==> config.mk <==
export PLATFORM = sky130hd
export DESIGN_NAME = int_arbiter
export DESIGN_NICKNAME = d
export VERILOG_FILES = /design/src/rtl/int_arbiter.sv
export SDC_FILE = /design/constraint.sdc
export NUM_CORES = 1
export LEC_CHECK = 0
export ABC_AREA = 1
export CAP_MARGIN = 20
export CORE_MARGIN = 8
export CORE_UTILIZATION = 38
export CTS_CLUSTER_DIAMETER = 60
export DETAILED_ROUTE_END_ITERATION = 8
export PLACE_DENSITY = 0.82
export SYNTH_ARGS = -nofsm -noshare
export SYNTH_HDL_FRONTEND = slang
export SYNTH_SLANG_ARGS = --single-unit
==> constraint.sdc <==
create_clock -name clk -period 1.08 [get_ports clk]
set_input_delay 0.216 -clock clk [delete_from_list [all_inputs] [get_ports clk]]
set_output_delay 0.216 -clock clk [all_outputs]
set_load 0.01 [all_outputs]
==> src/rtl/int_arbiter.sv <==
// rtl/int_arbiter.sv - priority interrupt arbiter with mask register and single-level service FSM
module int_arbiter #(
  parameter int N_SRC = 4,
  parameter int ID_W  = 2
) (
  input  logic             clk,
  input  logic             rst,
  input  logic [N_SRC-1:0] irq,
  input  logic             mask_we,
  input  logic [N_SRC-1:0] mask_d,
  input  logic             int_ack,
  input  logic             eoi,
  output logic             int_req,
  output logic [ID_W-1:0]  vector,
  output logic             in_service,
  output logic [N_SRC-1:0] pending,
  output logic [N_SRC-1:0] mask_q
);

  localparam logic [1:0] IDLE    = 2'd0;
  localparam logic [1:0] REQ     = 2'd1;
  localparam logic [1:0] SERVICE = 2'd2;

  logic [1:0]       state;
  logic [N_SRC-1:0] irq_prev;
  logic [N_SRC-1:0] evt;
  logic [N_SRC-1:0] eligible;
  logic [N_SRC-1:0] ack_clr;
  logic [ID_W-1:0]  winner;
  logic             any_eligible;

  // Rising-edge detect, eligibility and the pending bit retired by an acknowledge
  always_comb begin
    evt          = irq & ~irq_prev;
    eligible     = pending & ~mask_q;
    any_eligible = |eligible;
    ack_clr      = '0;
    if (state == REQ && int_ack) begin
      ack_clr = {{(N_SRC-1){1'b0}}, 1'b1} << vector;
    end
  end

  // Fixed priority: scan downward so the lowest set index is the last one written
  always_comb begin
    winner = '0;
    for (int i = N_SRC - 1; i >= 0; i--) begin
      if (eligible[i]) begin
        winner = ID_W'(i);
      end
    end
  end

  // Edge history, pending latch (a new event beats a same-cycle clear) and mask register
  always_ff @(posedge clk or negedge rst) begin
    if (!rst) begin
      irq_prev <= '0;
      pending  <= '0;
      mask_q   <= '1;
    end else begin
      irq_prev <= irq;
      pending  <= (pending & ~ack_clr) | evt;
      if (mask_we) begin
        mask_q <= mask_d;
      end
    end
  end

  // Request / service sequencing; vector is captured only when leaving IDLE
  always_ff @(posedge clk or negedge rst) begin
    if (!rst) begin
      state  <= IDLE;
      vector <= '0;
    end else begin
      case (state)
        IDLE: begin
          if (any_eligible) begin
            vector <= winner;
            state  <= REQ;
          end
        end
        REQ: begin
          if (int_ack) begin
            state <= SERVICE;
          end else if (mask_q[vector]) begin
            state <= IDLE;
          end
        end
        SERVICE: begin
          if (eoi) begin
            state <= IDLE;
          end
        end
        default: state <= IDLE;
      endcase
    end
  end

  assign int_req    = (state == REQ);
  assign in_service = (state == SERVICE);

endmodule
Word level (Yosys, flattened, before mapping)
Index checks and enable logic that the tools add are counted.
{"block": "classes", "magnitude_cmp": 1, "n_eq_ne": 5, "n_shift": 1, "muxes": 12, "bitwise_logic": 7, "reduce_logical": 5}
{"op": "2-to-1 mux 2 bit", "count": 8}
{"op": "bitwise AND 4 bit", "count": 3}
{"op": "NOT 4 bit", "count": 3}
{"op": "one-hot mux 2 bit (3 select lines)", "count": 1}
{"op": "2-to-1 mux 4 bit", "count": 1}
{"op": "!= test 2 bit, second input constant", "count": 2}
{"op": "OR 4 bit", "count": 1}
{"op": "OR reduction 4 bit", "count": 1}
{"op": "left shift 1 x 2 -> 4 bit, first input constant", "count": 1}
{"op": "less-than comparator 2 x 3 -> 1 bit, second input constant", "count": 1}
{"op": "!= test 3 x 2 -> 1 bit, second input constant", "count": 1}
{"op": "AND reduction 3 bit", "count": 1}
{"op": "binary-select mux 1 bit (select 2 bit)", "count": 1}
{"op": "equality test 2 x 1 -> 1 bit, second input constant", "count": 1}
{"op": "equality test 2 bit, second input constant", "count": 1}
{"op": "logical NOT 2 bit", "count": 1}
{"op": "AND reduction 2 bit", "count": 1}
{"op": "logical AND 1 bit", "count": 1}
{"op": "2-to-1 mux 1 bit", "count": 1}
{"block": "word_totals", "ff_bits": 16, "input_bits": 13, "output_inout_bits": 12, "word_cells": 36}

Longest topological paths before layout
Gate-level depths: netlist of the first run.
{"block": "depth", "word_depth": 6, "ltp_mapped": 7, "mapped_depth_nobuf": 7}

Worst setup path after synthesis of the first run
OpenSTA, ideal clock, no wires.
{"block": "synth_path", "path_kind": "flip-flop to flip-flop", "startpoint": "register mask_q[2]", "endpoint": "register vector[0]", "setup_time_ns": 0.117, "arrival_ns": 0.943, "t_required_ns": 0.963, "path_slack_ns": 0.021, "stages_incl_launch_ff": 8, "path_buffers": 0, "synth_period_minus_slack_ns": 1.059, "path_cell_list": "dfstp_2 inv_1 nand2_1 o21ai_1 nand2_1 nand2_1 nand2_1 nand2_1"}
{"block": "synth_between", "elab_chain_len": 5, "elab_cells_between_ends": 7, "classes_between": "mux (3); bitwise (2); reduce/logical (2)"}
{"element": "from (decl)", "line_no": "17", "rtl": "output logic [N_SRC-1:0] mask_q"}
{"element": "from (signal assigned)", "line_no": "63", "rtl": "mask_q <= mask_d;"}
{"element": "NOT 4 bit *", "line_no": "35", "rtl": "eligible = pending & ~mask_q;"}
{"element": "bitwise AND 4 bit *", "line_no": "35"}
{"element": "2-to-1 mux 2 bit (3 in series)", "line_no": "47", "rtl": "if (eligible[i]) begin"}
{"element": "to (signal assigned)", "line_no": "77", "rtl": "vector <= winner;"}
{"element": "to (decl)", "line_no": "14", "rtl": "output logic [ID_W-1:0] vector,"}
Every way passes the cells marked *; elsewhere a longest branch is shown, timed or not.
A chain may end at the register's enable or synchronous reset.

Final worst setup path of the first run
{"block": "layout_path", "startpoint": "register state[1]", "endpoint": "output int_req"}
{"block": "layout_between", "elab_chain_len": 1}
{"element": "from (decl)", "line_no": "24", "rtl": "logic [1:0] state;"}
{"element": "from (signal assigned)", "line_no": "71", "rtl": "state <= IDLE;"}
{"element": "from (signal assigned)", "line_no": "78", "rtl": "state <= REQ;"}
{"element": "from (signal assigned)", "line_no": "83", "rtl": "state <= SERVICE;"}
{"element": "equality test 2 x 1 -> 1 bit", "line_no": "98", "rtl": "assign int_req = (state == REQ);"}
{"element": "to (decl)", "line_no": "13", "rtl": "output logic int_req,"}
Every way passes these cells.

==> results of run 1 <==
[through the flow]
step                std cells  utilization (%)  setup WS (ps)  total power [mW]  setup TNS, ps
floorplan                  80                -           20.5              1.40              0
global placement          143             62.3           -216              2.07          -1530
detailed placement        143             62.3           -249              2.12          -1830
CTS                       151             65.3           -104              2.53           -647
global route              152             68.6           -162              2.89          -1150
finish                    152             68.6          -92.7              2.70           -543
[layout make-up]
class	count	area, µm²
Multi-Input combinational cell	49	275
Tap cell	25	31.3
Fill cell	126	536
Clock buffer	4	36.3
Sequential cell	16	405
Timing Repair Buffer	43	365
Inverter	15	58.8
[flip-flops by register name, summed over array words and instances (netlist names)]
signal and count:
state 2, irq_prev 4, mask_q 4, pending 4, vector 2
[power by group]
part	internal [mW]	switching (mW)
sequential	0.758	0.0874
combinational	0.708	0.766
clock	0.205	0.178
total	1.67	1.03
[layout by cell type, fill, tap and decap left out]
master,instances
sky130_fd_sc_hd__mux2_2,1
sky130_fd_sc_hd__inv_1,10
sky130_fd_sc_hd__buf_6,8
sky130_fd_sc_hd__a21oi_1,1
sky130_fd_sc_hd__clkbuf_4,3
sky130_fd_sc_hd__nor2_2,1
sky130_fd_sc_hd__nor2_1,3
sky130_fd_sc_hd__buf_4,16
sky130_fd_sc_hd__o21ai_0,4
sky130_fd_sc_hd__buf_2,7
sky130_fd_sc_hd__nand2_4,2
sky130_fd_sc_hd__inv_2,4
sky130_fd_sc_hd__o21ai_1,5
sky130_fd_sc_hd__o21ai_2,5
sky130_fd_sc_hd__nand2_1,17
sky130_fd_sc_hd__dfstp_2,4
sky130_fd_sc_hd__inv_4,1
sky130_fd_sc_hd__o31ai_1,1
sky130_fd_sc_hd__nand3_2,1
sky130_fd_sc_hd__dfrtp_1,12
sky130_fd_sc_hd__nand2_2,7
sky130_fd_sc_hd__nand3_1,1
sky130_fd_sc_hd__clkbuf_8,1
sky130_fd_sc_hd__clkdlybuf4s50_1,12
[final timing paths]
kind	slack (ps)	to	cells past startpoint	start
setup reg to reg	-70	vector[0]	8	mask_q[1]
setup / recovery	-90	int_req	4	state[1]
hold reg to reg	410	pending[0]	1	irq_prev[0]
hold / removal	250	vector[1]	2	rst
max in group asynchronous	580	mask_q[0]	2	rst
min in group clk	400	irq_prev[1]	1	irq[1]
[timing repair]
item / 4_1_cts / 5_1_grt
setup endpoints to repair: 18 / 13
buffers inserted: 4 / 1
pin swaps: 5 / 5
gates resized for setup: 63 / 14
[cells by family (layout without fill, tap and decap cells)]
family,count (synthesis),after routing,share of synthesized area (%)
AND/OR/NAND/NOR,32,32,19.3
AO/OA/AOI/OAI,16,16,12.0
flip-flops,16,16,58.9
buffers and inverters,15,62,8.18
multiplexers,1,1,1.64
[layer usage]
metal | vias to the layer above | track usage, %
met1 | 333 | 11.3
met4 | 0 | 5.24
met3 | 6 | 3.70
met2 | 23 | 20.2
met5 | - | 0
li1 | 344 | -
==> out/results.txt, run 1 <==
The run finished, with violations left. The checks that failed: setup timing. The number of max-capacitance violations reported is 0.

During placement, the flow inserted port buffers numbering 24. The detailed router put a total of 792 µm of wire on met1. The number of buffers and inverters on the critical path is 3.

The average instance area after synthesis is 8.60 µm². The floorplan has 15 rows. After synthesis, the share of flip-flops with an asynchronous set or reset is 100%.

For the finished layout, the period the worst path requires is 1170 ps. The kind of cell with the highest combined delay along the critical path is flip-flops. Between clock sinks in the finished design, the worst skew comes to 0.358 ps. Category of the worst setup path capture point: a primary output. The fraction of layout cells with a size suffix above 1 was 48.0%; the clock insertion delay at the later pin of the skew report was 280 ps. In the detailed route, the total length drawn on met3 is 102 µm.

After detailed routing, the average wire length per cell comes to 13.1 µm. The final critical-path setup slack was -92.7 ps; the remaining global-route overflow was 0. The congestion estimate from routability-driven global placement came to 0.794.

The total power per unit cell area was 2300 nW/µm². The maximum level of the CTS H-tree is 1, and the number of antenna violations at the first check in global routing is 0. Dividing the detail-routed via count by the number of cells gives 4.64. The initial standard-cell utilization of the core came out at 40.3%. The first detailed-routing pass ran for 4 iterations. Count of flip-flops with a built-in enable after synthesis: 0. Walking the worst path, the cells encountered are inv_2 -> nand2_2 -> inv_2 -> buf_6. The final layout contains 141 nets. The final count of pins violating max slew was 0; the number of hold buffers added after cts was 0. After synthesis, the cell types taking the most area are sky130_fd_sc_hd__dfrtp_1, sky130_fd_sc_hd__dfstp_2, sky130_fd_sc_hd__nand2_1.

The number of DRC markers in iteration 0 came out at 9. Setup repair after global routing could not meet its margin everywhere. The half-perimeter wire length after detailed placement is 1.42 mm. The maximum operating frequency was 853 MHz. The logs give 82.9% for the headroom to the max-slew limit and 1360 µV for the worst IR drop on VDD. The slew at the pin with the worst max-slew slack is 255 ps, and the die span in y is 58.6 µm. The largest fanout on the critical path works out to 3.

The run gives 0 as the count of warnings emitted by yosys. Among the stages of the critical path, the cell type that occurs most often is sky130_fd_sc_hd__inv_2. For the number of endpoints failing setup at the final stage, the log shows 8. The layout-stage area growth over the synthesis result works out to 70.4%. TritonCTS built the clock tree.

STA puts the critical path data arrival time at 960 ps. On the final layout, the worst hold slack is 252 ps. Counting flops and latches in the post-synthesis netlist gives 16.

The maximum buffer depth of the clock tree was 2. The antenna diode count was 0; the clock edge transition at the registers on the reported setup and hold paths was 90 ps. The detail route stage leaves a number of antenna-violating nets equal to 0.

Element type at the critical path start: a flip-flop. The logs give 80 for the synthesized instance count and 16 for the clock sink count. The largest net degree at the start of global routing is 17. The wire length of the first global-routing pass came out at 2.95 mm. The largest stage delay on the critical path is 400 ps. Clock tree synthesis inserted a total of 3 buffers.

The floorplan die width was 58.6 µm; the part of the Yosys area used for sequential elements was 58.9%. In this run the top signal layer used is met4. For this design the static power due to leakage is 0.587 nW. The tools report the count of final hold-check violations as 0. For the worst setup path, the data required time is 860 ps. Category of the critical setup timing path: reg -> out.

The top flip-flop cell by instance count after synthesis is sky130_fd_sc_hd__dfrtp_1. Detailed routing inserted a total of 706 vias. With fillers left out, the area of the finished cells amounts to 1170 µm².

The tools report the sum of routed wire length over all layers as 1.99 mm. After detailed routing, the met2 layer carries 1.05 mm of wire. In the routed design, unresolved DRC markers number 0. The run gives 11.2% as the all-layer global routing usage. The class of the most critical hold timing path was in -> async. The I/O pin count was 25.

By count the netlist is led by sky130_fd_sc_hd__nand2_1, sky130_fd_sc_hd__inv_1, sky130_fd_sc_hd__dfrtp_1. The cell area after placement is 1060 µm², and the final critical-path share of the clock period is 109%. The floorplan step defined a die boundary enclosing 3430 µm². The netlist area before placement was 688 µm². Number of unique standard cell types used by synthesis: 14.

The library cell occupying the most area in the post-synthesis netlist was sky130_fd_sc_hd__dfrtp_1. Yosys instantiated no cell more often than sky130_fd_sc_hd__nand2_1. The number of nets handed over by synthesis was 93.

The total core area was 1710 µm². The slowest cell on the critical path is sky130_fd_sc_hd__dfrtp_1. Buffer cell driving the clock tree root: sky130_fd_sc_hd__clkbuf_4. In this run the biggest area consumer among cell types represents 43.6% of the synthesized area. The number of global-route vias before repair was 691.
Note: power is estimated with default switching activity, not from simulation.
==> run 2: changes to the inputs <==
Settings changed: RECOVER_POWER set to 100, SLEW_MARGIN set to 0.
==> out/results.txt, run 2 (synthesis gave the netlist of run 1 again) <==
The category of the critical setup timing path was reg -> out. Headroom to the max-slew limit: 74.1%. Total power per unit cell area: 2300 nW/µm². The layout-stage area growth over the synthesis result is 70.0%. TritonCTS built the clock tree.

For the area of the die, the log shows 3430 µm². In this run the critical register-to-register path is captured at vector[0]. The number of antenna violations at the first check in global routing was 0; the all-layer global routing usage was 11.2%. For this design the top-level I/O count stands at 25. Timing would allow up to 850 MHz. The logs give 0 for the final count of pins violating max slew and 9 for the number of endpoints failing setup at the final stage. The origin of the critical flop-to-flop path is mask_q[1].

The floorplan has 15 rows. The kind of cell with the highest combined delay along the critical path is flip-flops. The total overflow left after global routing is 0. The detailed-routing iteration count for the pre-antenna-repair pass is 4. The time the worst path needs with I/O delays and setup was 1180 ps; the final setup skew was 1.28 ps. In the final layout, the registers with the most flip-flops are irq_prev x4, mask_q x4, pending x4.

For the maximum level of the CTS H-tree, the log shows 1. The floorplan step set the die width to 58.6 µm. With fillers left out, the area of the finished cells amounts to 1170 µm².

The largest fanout on the critical path came out at 2. The tools report the cell leakage power as 0.586 nW. The overall power consumption was 2.69 mW; the number of buffers inserted by port buffering was 24. The final layout contains 141 nets. The final critical-path share of the clock period was 109%.

The slowest stage of the critical path is the sky130_fd_sc_hd__dfstp_1 cell. Leaving out fill and tap cells, the most frequent cells in the layout are sky130_fd_sc_hd__nand2_1, sky130_fd_sc_hd__buf_4, sky130_fd_sc_hd__dfrtp_1, sky130_fd_sc_hd__inv_1, sky130_fd_sc_hd__buf_6. The run finished, with violations left. The initial utilization of the core area, before any placement, comes to 40.3%. Clock-pin slew was measured on the worst setup and hold paths at 90 ps. The class of the most critical hold timing path is in -> async. The clock passes through at most 2 buffers. The fraction of layout cells with a size suffix above 1 is 45.7%, and the clock insertion delay at the later pin of the skew report is 280 ps.

The total area inside the core boundary comes to 1710 µm². Entering global routing, the biggest net connects 17 pins. STA classifies the critical path startpoint as a flip-flop. The repair_antennas step left the layout with diodes totalling 0.

The number of global-route vias before repair came out at 691. STA classifies the critical path endpoint as a primary output. At the worst endpoint, the arrival time is 960 ps.

Setup repair after global routing could not meet its margin everywhere. Cell area after placement: 1060 µm². The combined buffer and inverter count along the critical path was 1. The tool flagged a number of max-cap violations equal to 0. The final critical-path setup slack came out at -96.2 ps. The count of final hold-check violations was 0. At the pin with the least slew margin, the transition time is 389 ps.

The post-detailed-route via-to-cell ratio is 4.63, and the number of DRC violations after detailed routing is 0. Once detail routing completed, the nets flagged for antenna violations numbered 0. The clock sink count is 16. The die span in y is 58.6 µm.

The library cell used most frequently in the layout, excluding fill and tap cells, is sky130_fd_sc_hd__nand2_1. The largest single stage delay on the critical path is 570 ps. The root buffer cell chosen for the clock tree is sky130_fd_sc_hd__clkbuf_4. The first routing iteration left 11 violations. Prior to clock tree synthesis, the placed netlist has a worst setup slack of -249 ps.

The tools report the sum of routed wire length over all layers as 1.97 mm. The worst IR drop on VDD was 1350 µV; the number of cells traversed by the worst register-to-register path was 8. The signal on the critical path passes through buf_6. The vias after detailed routing was 703. The final reports fail on setup timing. Counting the buffers created by CTS gives 3.

The detail-routed net length per standard cell is 13.0 µm. The tools report the final weighted congestion of routability-driven global placement as 0.794. For the half-perimeter wire length after detailed placement, the log shows 1.42 mm. The data required time at the worst endpoint was 860 ps. Wire length of the first global-routing pass: 2.95 mm.

The reg2reg setup slack was -70 ps.
-- run 2: changes by cell type in the layout (fill, tap and decap cells not counted), sizes merged --
cell / change
clkbuf: +1
buf: -1
dlygate4sd3: +5
clkdlybuf4s50: -5
-- run 2: how the worst max path moves through the flow --
stage	endpoint	from	depth (start not counted)	slack, ps
2_1_floorplan	vector[0]	mask_q[2]	7	20
3_3_place_gp	int_req	state[1]	4	-220
3_5_place_dp	int_req	state[1]	4	-250
4_1_cts	int_req	state[1]	4	-100
5_1_grt	int_req	state[1]	4	-160
6_report	mask_q[2]	mask_q[2]	1	-100
-- run 2: power breakdown --
part           total (mW)  internal, mW  switching [mW]
registers           0.842         0.754          0.0875
logic                1.46         0.703           0.762
clock network       0.384         0.205           0.179
-- run 2: timing repair --
item                       CTS  global route
setup endpoints to repair   18            13
cloned                       0             0
buffers inserted             4             1
pin swaps                    5             5
hold buffers                 0             0
resized for setup           63            14
-- run 2: stage by stage --
step	instances	hold slack, ps	utilization, %	setup TNS (ps)
2_1_floorplan	80	-79.6	-	0
3_3_place_gp	143	395	62.3	-1530
3_5_place_dp	143	404	62.3	-1830
4_1_cts	151	251	65.3	-647
5_1_grt	152	409	68.5	-1270
6_report	152	383	68.5	-621
-- run 2: final cells by class --
class	instances	area, µm²
multi-input combinational	49	275
tap	25	31.3
fill	127	538
timing repair buffer	43	363
sequential	16	405
clock buffer	4	36.3
inverter	15	58.8
-- run 2: metal layers --
metal,share of wire [%],vias up,global-route usage [%],wire length (µm)
li1,-,342,-,-
met1,39,332,11.3,774
met2,53,23,20.2,1050
met3,5.4,6,3.70,107
met4,2.2,0,5.24,44
met5,0,-,0,0
==> run 3: changes to the inputs <==
Settings changed: SLEW_MARGIN 0 to not set.
==> results of run 3 <==
No change in the layout: final DEF, timing and power equal those of run 2.
